===== config.mk =====
export PLATFORM = sky130hd
export DESIGN_NAME = sync_lock_ctrl
export DESIGN_NICKNAME = d
export VERILOG_FILES = /design/src/rtl/sync_pkg.sv /design/src/rtl/edge_det.sv /design/src/rtl/sync_lock_ctrl.sv
export SDC_FILE = /design/constraint.sdc
export NUM_CORES = 1
export LEC_CHECK = 0
export CORE_ASPECT_RATIO = 0.5
export CORE_UTILIZATION = 30
export DETAILED_ROUTE_END_ITERATION = 10
export GPL_TIMING_DRIVEN = 0
export PLACE_DENSITY_LB_ADDON = 0.12
export SYNTH_ARGS = -nofsm -noshare
export SYNTH_HDL_FRONTEND = slang
export SYNTH_SLANG_ARGS = --single-unit

===== constraint.sdc =====
create_clock -name clk -period 5.75 [get_ports clk]
set_input_delay 1.4375 -clock clk [delete_from_list [all_inputs] [get_ports clk]]
set_output_delay 1.4375 -clock clk [all_outputs]
set_load 0.05 [all_outputs]

===== src/rtl/sync_pkg.sv =====
// Shared types and default timing constants for the camera sync lock controller.
// Defaults describe a 1280x720 stream.
package sync_pkg;

  typedef enum logic [1:0] {
    ST_IDLE,
    ST_ACQUIRE,
    ST_LOCKED,
    ST_LOST
  } state_e;

  localparam int unsigned H_ACT_DEF       = 1280;
  localparam int unsigned V_ACT_DEF       = 720;
  localparam int unsigned LOCK_FRAMES_DEF = 3;
  localparam int unsigned TIMEOUT_DEF     = 2000000;

endpackage


===== src/rtl/edge_det.sv =====
// Registers one synchronous input and flags its rising and falling edges
// by comparing the live value with the registered copy.
module edge_det (
  input  logic clk,
  input  logic rstn,
  input  logic d_i,
  output logic rise_o,
  output logic fall_o
);

  logic d_q;

  always_ff @(posedge clk or negedge rstn) begin
    if (!rstn) d_q <= 1'b0;
    else       d_q <= d_i;
  end

  assign rise_o = d_i & ~d_q;
  assign fall_o = ~d_i & d_q;

endmodule


===== src/rtl/sync_lock_ctrl.sv =====
// Measures camera line/frame geometry and locks after enough clean frames;
// releases the downstream sync generator reset only while locked.
module sync_lock_ctrl
  import sync_pkg::*;
#(
  parameter int unsigned H_ACT       = H_ACT_DEF,
  parameter int unsigned V_ACT       = V_ACT_DEF,
  parameter int unsigned LOCK_FRAMES = LOCK_FRAMES_DEF,
  parameter int unsigned TIMEOUT     = TIMEOUT_DEF
) (
  input  logic                        clk,
  input  logic                        rstn,
  input  logic                        cam_href,
  input  logic                        cam_vsync,
  output logic                        locked,
  output logic                        gen_rstn,
  output logic                        lock_err,
  output logic [$clog2(H_ACT+2)-1:0]  line_len,
  output logic [$clog2(V_ACT+2)-1:0]  frame_lines
);

  localparam int AW = $clog2(H_ACT + 2);
  localparam int LW = $clog2(V_ACT + 2);
  localparam int TW = $clog2(TIMEOUT + 2);
  localparam int GW = (LOCK_FRAMES > 1) ? $clog2(LOCK_FRAMES) : 1;

  localparam logic [AW-1:0] ACT_EXP   = AW'(H_ACT);
  localparam logic [AW-1:0] ACT_MAX   = AW'(H_ACT + 1);
  localparam logic [LW-1:0] LINE_EXP  = LW'(V_ACT);
  localparam logic [LW-1:0] LINE_MAX  = LW'(V_ACT + 1);
  localparam logic [TW-1:0] TO_LIM    = TW'(TIMEOUT);
  localparam logic [TW-1:0] TO_MAX    = TW'(TIMEOUT + 1);
  localparam logic [GW-1:0] GOOD_LAST = GW'(LOCK_FRAMES - 1);

  logic href_fall, vsync_rise;
  logic unused_href_rise, unused_vsync_fall;

  edge_det u_href (
    .clk    (clk),
    .rstn   (rstn),
    .d_i    (cam_href),
    .rise_o (unused_href_rise),
    .fall_o (href_fall)
  );

  edge_det u_vsync (
    .clk    (clk),
    .rstn   (rstn),
    .d_i    (cam_vsync),
    .rise_o (vsync_rise),
    .fall_o (unused_vsync_fall)
  );

  state_e        state_q, state_d;
  logic [GW-1:0] good_q, good_d;
  logic [AW-1:0] act_q, act_d;
  logic [LW-1:0] line_q, line_d;
  logic [TW-1:0] to_q, to_d;
  logic          bad_q, bad_d;
  logic [AW-1:0] ll_q, ll_d;
  logic [LW-1:0] fl_q, fl_d;
  logic          gen_q;

  logic [LW-1:0] line_inc, lines_eff;
  logic          bad_eff, frame_good, timeout;

  // A line closing on the same cycle as vsync still belongs to that frame.
  always_comb begin
    line_inc   = (line_q == LINE_MAX) ? line_q : line_q + LW'(1);
    lines_eff  = href_fall ? line_inc : line_q;
    bad_eff    = bad_q | (href_fall & (act_q != ACT_EXP));
    frame_good = (lines_eff == LINE_EXP) & ~bad_eff;
    timeout    = (to_q >= TO_LIM);
  end

  always_comb begin
    act_d  = act_q;
    line_d = line_q;
    bad_d  = bad_q;
    ll_d   = ll_q;
    fl_d   = fl_q;
    to_d   = to_q;

    if (href_fall) begin
      act_d  = '0;
      ll_d   = act_q;
      line_d = line_inc;
      bad_d  = bad_eff;
    end else if (cam_href && act_q != ACT_MAX) begin
      act_d = act_q + AW'(1);
    end

    if (vsync_rise) begin
      fl_d   = lines_eff;
      line_d = '0;
      bad_d  = 1'b0;
    end

    if (vsync_rise || state_q == ST_IDLE) to_d = '0;
    else if (to_q != TO_MAX)              to_d = to_q + TW'(1);

    if (state_q == ST_LOST) begin
      act_d  = '0;
      line_d = '0;
      bad_d  = 1'b0;
      to_d   = '0;
    end
  end

  always_comb begin
    state_d = state_q;
    good_d  = good_q;
    unique case (state_q)
      ST_IDLE: begin
        if (vsync_rise) begin
          state_d = ST_ACQUIRE;
          good_d  = '0;
        end
      end
      ST_ACQUIRE: begin
        if (timeout) begin
          state_d = ST_LOST;
        end else if (vsync_rise) begin
          if (!frame_good) begin
            good_d = '0;
          end else if (good_q == GOOD_LAST) begin
            state_d = ST_LOCKED;
            good_d  = '0;
          end else begin
            good_d = good_q + GW'(1);
          end
        end
      end
      ST_LOCKED: begin
        if (timeout || (vsync_rise && !frame_good))
          state_d = ST_LOST;
      end
      ST_LOST: begin
        state_d = ST_IDLE;
        good_d  = '0;
      end
      default: state_d = ST_IDLE;
    endcase
  end

  always_ff @(posedge clk or negedge rstn) begin
    if (!rstn) begin
      state_q <= ST_IDLE;
      good_q  <= '0;
      gen_q   <= 1'b0;
    end else begin
      state_q <= state_d;
      good_q  <= good_d;
      gen_q   <= (state_q == ST_LOCKED);
    end
  end

  always_ff @(posedge clk or negedge rstn) begin
    if (!rstn) begin
      act_q  <= '0;
      line_q <= '0;
      bad_q  <= 1'b0;
      ll_q   <= '0;
      fl_q   <= '0;
      to_q   <= '0;
    end else begin
      act_q  <= act_d;
      line_q <= line_d;
      bad_q  <= bad_d;
      ll_q   <= ll_d;
      fl_q   <= fl_d;
      to_q   <= to_d;
    end
  end

  assign locked      = (state_q == ST_LOCKED);
  assign lock_err    = (state_q == ST_LOST);
  assign gen_rstn    = gen_q;
  assign line_len    = ll_q;
  assign frame_lines = fl_q;

endmodule

==> impl_metrics.ini <==
[floorplanning]
rows = 27
core_area_um2 = 11200
dieArea_um2 = 12200
die-height_um = 78.6
start_util_pct = 31.4
ios = 28
die_x_um = 155

[worst_setup_path]
start_kind = input pin
crit_type = input pin to register
r2r_slack_ns = 3.06
crit_start = cam_href
path_max_fanout = 6
path_cells = clkdlybuf4s50_1 -> and4b_1 -> buf_6 -> a211o_1 -> a221o_1 -> nor4b_4 -> and4_1 -> o221ai_2 -> mux2_4
cp-end-kind = register
arrival_ns = 4.02
crit_path_max_incr_delay_ns = 0.55
crit_path_end = state_q[1]
path_depth = 9
r2r_start = line_q[0]
crit_buf_inv = 2
ff2ff_path_depth = 8
rr_endpoint = state_q[1]
cp_slowest_cell = clkdlybuf4s50_1
required_ns = 5.97
path_delay_family = simple AND/OR/NAND/NOR gates

[yosys]
syn-num-nets = 363
ys_types = 47
synth-async-reset-ratio_pct = 100
ys.flop_type = dfrtp_1
syn_area_um2 = 3520
ys_warn_count = 0
syn_inst = 347
synth_edf_count = 0
post_synth.cell_area_avg_um2 = 10.2
ys_seq_elements = 71
yosysSeqAreaShare_pct = 50.4

[detailed_routing]
wirelength_um = 7260
drtIter0Drc = 119
post_drt_wl_per_cell_um = 13.2
vias_per_cell = 4.66
num_vias = 2557
drc_errors = 0
postRouteAntennaNets = 0
dr.pass1.iters = 4

[timing]
fmax_ghz = 0.263
fin_ws_ns = 1.95
hold_slack_ns = 0.478
skew_ns = 0.00583
worst_pin_slew_ns = 0.903
min_period_over_period_pct = 66.1
rsz0062_at_grt = no
relSlewSlack_pct = 39.8
report.final.hold_viol_count = 0
fin_setup_tns_ns = 0
finalCriticalPeriod_ns = 3.80
finalSetupViolCount = 0
drv_slew = 0

[global_route]
grt_max_degree = 72
overflow = 0
grt_pass1_vias = 2538
grt_pass1_wl_um = 12500
antenna_found_initial = 0
track_usage_pct = 13.2

[pwr]
p_per_area_nw_per_um2 = 356
leakage_nw = 1.86
ir_drop_mv = 0.113
p_total_mw = 1.52

[clock_tree]
post_cts_resize_count = 0
path_clk_slew_ns = 0.06
post_cts_buffers = 0
clk_path_buf_depth = 2
cts_max_level = 3
cts_buffers = 9
postCtsHoldBufs = 0
cts_root_buffer = clkbuf_16
clkSinkCount = 71
insertion_delay_ns = 0.33
cts_tree = built

[final_layout]
drive_gt1_share_pct = 9.23
register_area_um2 = 1780
stdcell_area_um2 = 4270
instances_no_fill = 549
most-common-layout-cells = 71 x dfrtp_1, 49 x nor2_1, 33 x nand2_1
nets = 401
n_antenna_cell = 0
final_common_cell = dfrtp_1
multiInputGateArea_um2 = 1630
postLayoutCoreUtil_pct = 38.0
area_growth_pct = 21.1
nFillCells = 1117

[outcome]
status = finished, final reports clean

[placed_design]
dp_worst_setup_slack_ns = 1.59
place_area_um2 = 3990
routabilityCongestion = 0.744
place_hpwl_um = 5070
port_buffers = 27
place_inst = 533

[run]
drv_cap = 0

[worst_hold_path]
min_path_type = register to register
-- layer usage --
layer	routed length (um)	track usage [%]	vias to the layer above
met3	228	4.14	14
met2	3320	20.3	33
met4	157	5.88	0
met5	0	0	-
li1	-	-	1259
met1	3550	17.1	1251
-- synthesized netlist by cell type, types with 8 or more instances --
master,n,area [um^2]
nor2_1,49,184
nand4_1,9,56.3
nand2_1,33,124
a21oi_1,8,40.0
ha_1,12,150
dfrtp_1,71,1780
o21ai_0,20,100
inv_1,15,56.3
nand3_1,15,75.1
clkbuf_1,8,30.0
xor2_1,20,175
xnor2_1,13,114
mux2_2,10,113
-- logic make-up (layout without fill, tap and decap cells) --
family,count (synthesis),in the layout,synth area share [%]
AOI/OAI and AO/OA,42,42,7.89
xor gates and xnor gates,33,33,8.21
adders and majority gates,12,12,4.26
buffers and inverters,27,70,3.41
DFF,71,71,50.4
muxes,15,15,4.76
and+or+nand+nor,147,147,21.0
-- cell type report --
type | count | share of cell area, %
sequential | 71 | 41.7
tap | 159 | 4.66
timing repair buffer | 27 | 6.28
clock inverter | 4 | 0.469
multi-input combinational | 249 | 38.1
inverter | 15 | 1.32
clock buffer | 12 | 6.01
buffer | 12 | 1.50
-- tightest hold or removal path, cell delays in order (launching register included) --
cell and delay [ns]:
dfrtp_1 0.34, nand2_1 0.04, o21ai_0 0.06
-- report_power, final --
| group | total, mW | internal, mW | switching [mW] |
|---|---|---|---|
| clock | 0.513 | 0.312 | 0.201 |
| sequential | 0.589 | 0.545 | 0.0438 |
| combinational | 0.414 | 0.150 | 0.264 |
| total | 1.52 | 1.01 | 0.508 |
-- state kept, by name, indices dropped and copies added, names as in the netlist --
| register | count |
|---|---|
| line_q | 10 |
| frame_lines | 10 |
| u_vsync.d_q | 1 |
| line_len | 11 |
| to_q | 21 |
| bad_q | 1 |
| good_q | 2 |
| gen_rstn | 1 |
| u_href.d_q | 1 |
| act_q | 11 |
| state_q | 2 |
-- worst min path at each step --
| stage | startpoint | to | slack [ns] | depth (start not counted) |
|---|---|---|---|---|
| 2_1_floorplan | good_q[0] | good_q[0] | 0.46 | 1 |
| 3_3_place_gp | frame_lines[4] | frame_lines[4] | 0.46 | 2 |
| 3_5_place_dp | frame_lines[4] | frame_lines[4] | 0.47 | 2 |
| 4_1_cts | frame_lines[4] | frame_lines[4] | 0.49 | 2 |
| 5_1_grt | frame_lines[4] | frame_lines[4] | 0.50 | 2 |
| 6_report | frame_lines[4] | frame_lines[4] | 0.48 | 2 |
Note: power is estimated with default switching activity, not from simulation.
